### src/rtl/rvv_pkg.sv
// Shared definitions for the vector ALU sequencer: function codes, element
// width codes, sequencer states and the per-element chunk count helper.
package rvv_pkg;

  localparam logic [5:0] OP_VADD  = 6'b000000;
  localparam logic [5:0] OP_VSUB  = 6'b000010;
  localparam logic [5:0] OP_VAND  = 6'b001001;
  localparam logic [5:0] OP_VOR   = 6'b001010;
  localparam logic [5:0] OP_VXOR  = 6'b001011;
  localparam logic [5:0] OP_VMAND = 6'b011001;
  localparam logic [5:0] OP_VMOR  = 6'b011010;
  localparam logic [5:0] OP_VMXOR = 6'b011011;

  localparam logic [2:0] SEW8  = 3'd0;
  localparam logic [2:0] SEW16 = 3'd1;
  localparam logic [2:0] SEW32 = 3'd2;
  localparam logic [2:0] SEW64 = 3'd3;

  typedef enum logic [1:0] {IDLE, CHECK, RUN, DONE} seq_state_e;

  typedef struct packed {
    logic [5:0] opcode;
    logic       instr_mask;
    logic [2:0] vsew;
    logic [7:0] vl;
  } op_cfg_t;

  // Lane-sized chunks per element: SEW/LW when the element is wider than a lane.
  function automatic logic [7:0] chunks_for(input logic [2:0] vsew, input int lane_width);
    int lg;
    lg = int'(vsew) + 3;
    if (lg > lane_width) return 8'(1 << (lg - lane_width));
    return 8'd1;
  endfunction

endpackage

### src/rtl/rvv_alu_seq_if.sv
// Sequencer <-> ALU handshake: walk counters and function code out, lane result back.
interface rvv_alu_seq_if;
  logic        alu_run;
  logic [9:0]  alu_byte_i;
  logic [3:0]  alu_in_reg_offset;
  logic [5:0]  alu_opcode;
  logic        alu_instr_mask;
  logic        alu_valid;
  logic [63:0] alu_vd;
  logic [9:0]  alu_index;

  modport master (
    output alu_run, alu_byte_i, alu_in_reg_offset, alu_opcode, alu_instr_mask,
    input  alu_valid, alu_vd, alu_index
  );

  modport slave (
    input  alu_run, alu_byte_i, alu_in_reg_offset, alu_opcode, alu_instr_mask,
    output alu_valid, alu_vd, alu_index
  );
endinterface

### src/rtl/rvv_elem_counter.sv
// Nested element / chunk counter; offset always returns to 0 at an element boundary.
module rvv_elem_counter #(
  parameter int BW = 10,
  parameter int OW = 4,
  parameter int CW = 8
) (
  input  logic          clk,
  input  logic          resetn,
  input  logic          clear,
  input  logic          en,
  input  logic [CW-1:0] chunks,
  input  logic [BW-1:0] nel,
  output logic [BW-1:0] byte_i,
  output logic [OW-1:0] offset,
  output logic          last
);

  logic elem_last;

  assign elem_last = (CW'(offset) == chunks - 1'b1);
  assign last      = elem_last && (byte_i == nel - 1'b1);

  always_ff @(posedge clk) begin
    if (!resetn || clear) begin
      byte_i <= '0;
      offset <= '0;
    end else if (en) begin
      if (elem_last) begin
        offset <= '0;
        byte_i <= byte_i + 1'b1;
      end else begin
        offset <= offset + 1'b1;
      end
    end
  end

endmodule

### src/rtl/rvv_alu_seq.sv
// Walks one vector operation through the lane-sliced ALU and scatters each
// lane result into the destination buffer at the ALU-reported bit index.
module rvv_alu_seq
  import rvv_pkg::*;
#(
  parameter int VLEN       = 128,
  parameter int LANE_WIDTH = 3
) (
  input  logic            clk,
  input  logic            resetn,
  input  logic            start,
  input  logic            kill,
  input  logic [5:0]      opcode,
  input  logic            instr_mask,
  input  logic [2:0]      vsew,
  input  logic [7:0]      vl,
  input  logic [VLEN-1:0] vd_old,
  rvv_alu_seq_if.master   alu,
  output logic [VLEN-1:0] vd_out,
  output logic            busy,
  output logic            done,
  output logic            err
);

  localparam int LW = 1 << LANE_WIDTH;

  seq_state_e      state, state_n;
  op_cfg_t         cfg;
  logic            err_q;
  logic [7:0]      chunks;
  logic [9:0]      nel;
  logic [15:0]     vbits;
  logic            chk_err;
  logic            run;
  logic            last;
  logic            in_range;
  logic [9:0]      byte_i;
  logic [3:0]      offset;
  int              ww;
  logic [LW-1:0]   lane_mask;
  logic [VLEN-1:0] wmask, wdata;
  logic            unused;

  assign chunks  = cfg.instr_mask ? 8'd1 : chunks_for(cfg.vsew, LANE_WIDTH);
  assign nel     = cfg.instr_mask ? 10'(VLEN / LW) : {2'b00, cfg.vl};
  assign vbits   = 16'(cfg.vl) << ({1'b0, cfg.vsew[1:0]} + 3'd3);
  assign chk_err = !alu.alu_valid || (cfg.vsew > SEW64) ||
                   (!cfg.instr_mask && (vbits > 16'(VLEN)));

  // Write width is the element width, capped at one lane.
  always_comb begin
    ww = 8 << cfg.vsew[1:0];
    if (ww > LW) ww = LW;
    lane_mask = '0;
    for (int i = 0; i < LW; i++) lane_mask[i] = (i < ww);
  end

  assign in_range = (int'(alu.alu_index) + ww) <= VLEN;
  assign wmask    = VLEN'(lane_mask) << alu.alu_index;
  assign wdata    = VLEN'(alu.alu_vd[LW-1:0]) << alu.alu_index;
  assign unused   = &{1'b0, alu.alu_vd[63:LW]};

  rvv_elem_counter #(.BW(10), .OW(4), .CW(8)) u_cnt (
    .clk    (clk),
    .resetn (resetn),
    .clear  (state != RUN),
    .en     (run),
    .chunks (chunks),
    .nel    (nel),
    .byte_i (byte_i),
    .offset (offset),
    .last   (last)
  );

  assign alu.alu_run           = run;
  assign alu.alu_byte_i        = byte_i;
  assign alu.alu_in_reg_offset = offset;
  assign alu.alu_opcode        = cfg.opcode;
  assign alu.alu_instr_mask    = cfg.instr_mask;

  always_ff @(posedge clk) begin
    if (!resetn) state <= IDLE;
    else         state <= state_n;
  end

  always_comb begin
    state_n = state;
    run     = 1'b0;
    busy    = 1'b0;
    done    = 1'b0;
    err     = 1'b0;
    case (state)
      IDLE:  if (start) state_n = CHECK;
      CHECK: begin
        busy    = 1'b1;
        state_n = (chk_err || nel == '0) ? DONE : RUN;
      end
      RUN: begin
        busy = 1'b1;
        run  = 1'b1;
        if (last) state_n = DONE;
      end
      DONE: begin
        done    = 1'b1;
        err     = err_q;
        state_n = IDLE;
      end
      default: state_n = IDLE;
    endcase
    // Abort wins over any completion in the same cycle.
    if (kill && state != IDLE) begin
      state_n = IDLE;
      run     = 1'b0;
      busy    = 1'b0;
      done    = 1'b0;
      err     = 1'b0;
    end
  end

  always_ff @(posedge clk) begin
    if (!resetn) begin
      cfg    <= '0;
      err_q  <= 1'b0;
      vd_out <= '0;
    end else begin
      if (state == IDLE && start) begin
        cfg    <= '{opcode: opcode, instr_mask: instr_mask, vsew: vsew, vl: vl};
        err_q  <= 1'b0;
        vd_out <= vd_old;
      end else if (run && in_range) begin
        vd_out <= (vd_out & ~wmask) | (wdata & wmask);
      end
      if (state == CHECK) err_q <= chk_err;
    end
  end

endmodule

### src/flat_wrapper.sv
// flat-port wrapper written by rule: the top's interface ports become plain ports
module rvv_alu_seq_flat import rvv_pkg::*;
#(
  parameter int VLEN       = 128,
  parameter int LANE_WIDTH = 3
)
  (clk, resetn, start, kill, opcode, instr_mask, vsew, vl, vd_old, vd_out, busy, done, err, alu_alu_run, alu_alu_byte_i, alu_alu_in_reg_offset, alu_alu_opcode, alu_alu_instr_mask, alu_alu_valid, alu_alu_vd, alu_alu_index);
  rvv_alu_seq_if alu_i ();
  input  logic clk;
  input  logic resetn;
  input  logic start;
  input  logic kill;
  input  logic [5:0] opcode;
  input  logic instr_mask;
  input  logic [2:0] vsew;
  input  logic [7:0] vl;
  input  logic [VLEN-1:0] vd_old;
  output logic [VLEN-1:0] vd_out;
  output logic busy;
  output logic done;
  output logic err;
  output wire logic [$bits(alu_i.alu_run)-1:0] alu_alu_run;
  output wire logic [$bits(alu_i.alu_byte_i)-1:0] alu_alu_byte_i;
  output wire logic [$bits(alu_i.alu_in_reg_offset)-1:0] alu_alu_in_reg_offset;
  output wire logic [$bits(alu_i.alu_opcode)-1:0] alu_alu_opcode;
  output wire logic [$bits(alu_i.alu_instr_mask)-1:0] alu_alu_instr_mask;
  input wire logic [$bits(alu_i.alu_valid)-1:0] alu_alu_valid;
  input wire logic [$bits(alu_i.alu_vd)-1:0] alu_alu_vd;
  input wire logic [$bits(alu_i.alu_index)-1:0] alu_alu_index;
  assign alu_alu_run = alu_i.alu_run;
  assign alu_alu_byte_i = alu_i.alu_byte_i;
  assign alu_alu_in_reg_offset = alu_i.alu_in_reg_offset;
  assign alu_alu_opcode = alu_i.alu_opcode;
  assign alu_alu_instr_mask = alu_i.alu_instr_mask;
  assign alu_i.alu_valid = alu_alu_valid;
  assign alu_i.alu_vd = alu_alu_vd;
  assign alu_i.alu_index = alu_alu_index;
  rvv_alu_seq #(.VLEN(VLEN), .LANE_WIDTH(LANE_WIDTH)) u_core (.clk(clk), .resetn(resetn), .start(start), .kill(kill), .opcode(opcode), .instr_mask(instr_mask), .vsew(vsew), .vl(vl), .vd_old(vd_old), .alu(alu_i), .vd_out(vd_out), .busy(busy), .done(done), .err(err));
endmodule
### config.mk
export PLATFORM = sky130hd
export DESIGN_NAME = rvv_alu_seq_flat
export DESIGN_NICKNAME = d
export VERILOG_FILES = /design/src/rtl/rvv_pkg.sv /design/src/rtl/rvv_alu_seq_if.sv /design/src/rtl/rvv_elem_counter.sv /design/src/rtl/rvv_alu_seq.sv /design/src/flat_wrapper.sv
export SDC_FILE = /design/constraint.sdc
export NUM_CORES = 1
export LEC_CHECK = 0
export ABC_AREA = 0
export ABC_CLOCK_PERIOD_IN_PS = 4150
export BUFFER_PORTS_ARGS = -buffer_cell sky130_fd_sc_hd__buf_2
export CORE_MARGIN = 2
export CORE_UTILIZATION = 27
export DETAILED_ROUTE_END_ITERATION = 16
export PLACE_DENSITY_LB_ADDON = 0.15
export SLEW_MARGIN = 40
export SYNTH_ARGS = -nofsm -noshare
export SYNTH_HDL_FRONTEND = slang
export SYNTH_SLANG_ARGS = --single-unit
export TNS_END_PERCENT = 10
### constraint.sdc
create_clock -name clk -period 4.15 [get_ports clk]
set_input_delay 0.2075 -clock clk [delete_from_list [all_inputs] [get_ports clk]]
set_output_delay 0.2075 -clock clk [all_outputs]
set_load 0.02 [all_outputs]
==> summary.md <==
| Metric | Value |
|---|---|
| Via count | 12300 |
| WL/cell | approximately 23 um |
| TritonCTS Buffers | 17 |
| Synth area leader | dfxtp_1 |
| Worst path cell trace | inv_1, ha_1, ha_1, inv_1, ha_1, nor2_1, nand3_1, ha_1, xnor2_1, a21o_1, o2111ai_1, nor4_2, nand4_2, buf_4, nor4_1, mux2i_1 |
| Clock Tree Buf Depth | 2 |
| H-tree depth | 4 |
| Worst Hold Depth | 3 |
| Clk network pwr share | 0.269 |
| R2r worst-path depth | 16 |
| GP Congestion | 0.888 |
| Worst Path Max Fanout | 8 |
| Layout cells sized above 1 | 0.261 |
| GR Util All Layers | 0.249 |
| Starting Density | 0.274 |
| Final setup margin | ~0.38 ns |
| Critical path required time | 4.53 ns |
| Arr. time, crit path | 4.15 ns |
| Leading post-synthesis cells by cell area | dfxtp_1, nand2_1, o211ai_1 |
| Commonest non-fill, non-tap cell in the layout | buf_2 |
| Worst r2r dst | u_core.u_cnt.byte_i[7] |
| Pre-CTS WS | between 0.2 and 0.25 ns |
| Period minus WS final | 3.77 ns |
| Psw | 2.65 mW |
| Global route overflow | 0 |
| Adder-Cell Fraction of Synth Area | 0.0268 |
| Lkg Pwr | 5.73 nW |
| Hold WS | 0.00158 ns |
| Max Slew Vio Count | 0 |
| Placement Rows | 71 |
| Insertion delay to the later sink of the worst-skew pair | 0.46 ns |
| Total power | roughly 6.5 mW |
| Vias per cell | 5.54 |
| Placed Area | between 10000 and 15000 um2 |
| Crit path kind | reg2reg |
| DRT Pass-1 Iters | 5 |
| Cell Count, Final, Fillers Out | 2227 |
| Post-synthesis cell area | 10300 um2 |
| Chip height | roughly 200 um |
| Syn Nets | ~1600 |
| Num Clock Sinks | between 150 and 200 |
| Largest net degree at the start of global routing | 59 |
| Simple-gate area share of the yosys netlist | 0.242 |
| Reg2Reg Setup Slack | ~0.38 ns |
| CP Capture Type | flip-flop |
| # DRC | 0 |
| Status | finished, final reports clean |
| Post-synth EDFFs | 0 |
| Hold wc startpoint | vd_old[126] |
| CP startpoint kind | flip-flop |
| Yosys cell types | 85 |
| CTS Root Cell | clkbuf_16 |
| Largest family of logic cells by synthesized area | compound AO/OA/AOI/OAI gates |
| Mean post-synth cell area | 7.76 um2 |
| Mux cell area share after synthesis | 0.0444 |
| Max-cap violations | 0 |
| Area Growth Syn to Fin | 36.7% |
| CP Depth | 16 |
| Slew HR | 0.440 |
| Antenna violations before repair | 5 |
| First-pass GRT wire length | 74000 um |
| Sw Ratio | 0.411 |
| Final worst-path cycle share | 0.908 |
| Cell seen most often among critical-path stages | ha_1 |
| Fin area | ~14000 um2 |
| Synth Flop Type | dfxtp_1 |
| Worst path buffer plus inverter count | 3 |
| # port buffers | about 320 |
| TNS Setup | 0 ns |
| Initial DRC count | between 900 and 1000 |
| Sequential share of the synthesized area | 0.317 |
| Number of global-route vias before repair | 11900 |
| #FFs+latches synth | 163 |
| Top-Level Pins | 378 |
| Worst VDD drop | 289 uV |
| R2r startpoint | u_core.cfg[9] |
| Final ANT Viol Nets | 0 |
| Combinational share of power | 0.412 |
| Core area | 37600 um2 |
| Net count, final | 1948 |
| Final Skew | 0.0117 ns |
| Cells after DPL | 2090 |
| Fin util | 0.374 |
| XOR/XNOR share of the synthesized area | 0.0145 |
| PwrDens | between 400 and 500 nW/um2 |
| Mapped Cells | approximately 1300 |
| Worst-Margin Slew | 0.839 ns |
| Fmax | 265 MHz |
| Most frequent cells in the layout | buf_2, nand2_1, dfxtp_1 |
| Die Wd | 199 um |
| RSZ-0062 raised after global routing | false |
| Estimated wirelength of the detail-placed design | around 36000 um |
| Final wirelength | 50300 um |
| Setup violations, final | 0 |
| P_int | around 3.8 mW |
| Synth async-reset ratio | 0 |
| Hold Path Class | in2reg |
| Post-synth top area share | 0.317 |
| DIE AREA | 39700 um2 |
| CTS tree | yes |
| Clock slew at reported path FFs | 0.07 ns |
| Sequential power share | 0.319 |
| Hold Vio Cnt, Final | 0 |
| Compound-gate portion of the synthesized area | 0.297 |
| Crit-path leading delay family | simple AND/OR/NAND/NOR gates |
| Yosys synthesis warning count | 0 |
| CP max stage delay | about 0.40 ns |
| Crit path max-delay cell type | dfxtp_2 |
worst register-to-register path, cell delays in order (launching register included):
cell,delay (ns)
dfxtp_2,0.40
inv_1,0.11
ha_1,0.21
ha_1,0.36
inv_1,0.06
ha_1,0.29
nor2_1,0.13
nand3_1,0.09
ha_1,0.25
xnor2_1,0.16
a21o_1,0.11
o2111ai_1,0.12
nor4_2,0.38
nand4_2,0.23
buf_4,0.23
nor4_1,0.34
mux2i_1,0.22
metal layers:
metal | wire length, um | track usage | up-vias | part of all wire
met5 | 21 | 0 | - | 0.00042
li1 | - | - | 5732 | -
met1 | 21900 | 0.326 | 5986 | 0.44
met3 | 3810 | 0.0565 | 74 | 0.076
met4 | 1170 | 0.0793 | 4 | 0.023
met2 | 23400 | 0.406 | 533 | 0.46
logic make-up after synthesis:
family          Yosys count
fa+ha+maj                22
flops                   163
simple gates            516
compound gates          430
other cells               1
buf+inv                 136
mux                      40
xor+xnor                 17
power by group through the flow:
stage | logic (mW) | registers (mW) | clock network, mW
floorplan | 1.39 | 2.33 | 0
global placement | 2.51 | 2.08 | 0
detailed placement | 2.53 | 2.09 | 0
CTS | 2.61 | 2.05 | 1.77
global route | 2.90 | 2.09 | 1.83
finish | 2.66 | 2.06 | 1.74
worst max path at each step:
stage | startpoint | to | slack, ns
2_1_floorplan | u_core.cfg[8] | u_core.u_cnt.byte_i[7] | 0.21
3_3_place_gp | u_core.cfg[9] | u_core.u_cnt.byte_i[7] | 0.30
3_5_place_dp | u_core.cfg[9] | u_core.u_cnt.byte_i[7] | 0.24
4_1_cts | u_core.cfg[9] | u_core.u_cnt.byte_i[7] | 0.21
5_1_grt | u_core.cfg[9] | u_core.u_cnt.byte_i[7] | 0.04
6_report | u_core.cfg[9] | u_core.u_cnt.byte_i[7] | 0.38
synth_stat cells (all sizes together) (12+ instances only):
library cell / n
nand2b: 21
o211ai: 80
o22ai: 15
nor2: 77
nor3: 13
ha: 22
dfxtp: 163
a31oi: 33
o311ai: 18
and2: 17
a21oi: 100
nand4: 19
a221o: 35
nand3: 65
nand2: 216
mux2i: 31
and3: 21
clkbuf: 89
buf: 28
o31ai: 12
or3: 17
inv: 17
xnor2: 12
o21ai: 51
area by class of cell:
class,instances,area [um2]
repair buffers,475,3030
inverters,18,67.6
flip-flops and latches,163,3260
clock buffers,18,429
diodes,2,5.00
fillers,4009,23500
well taps,511,639
clock inverters,14,176
multi-input cells,1026,6460
what timing repair did:
item                       in CTS  in global routing
setup endpoints to repair       0                 10
gates resized for setup         0                  2
buffers inserted                0                  3
hold buffers                   99                  1
hold endpoints to repair       99                  1
(Power assumes the default switching activity.)
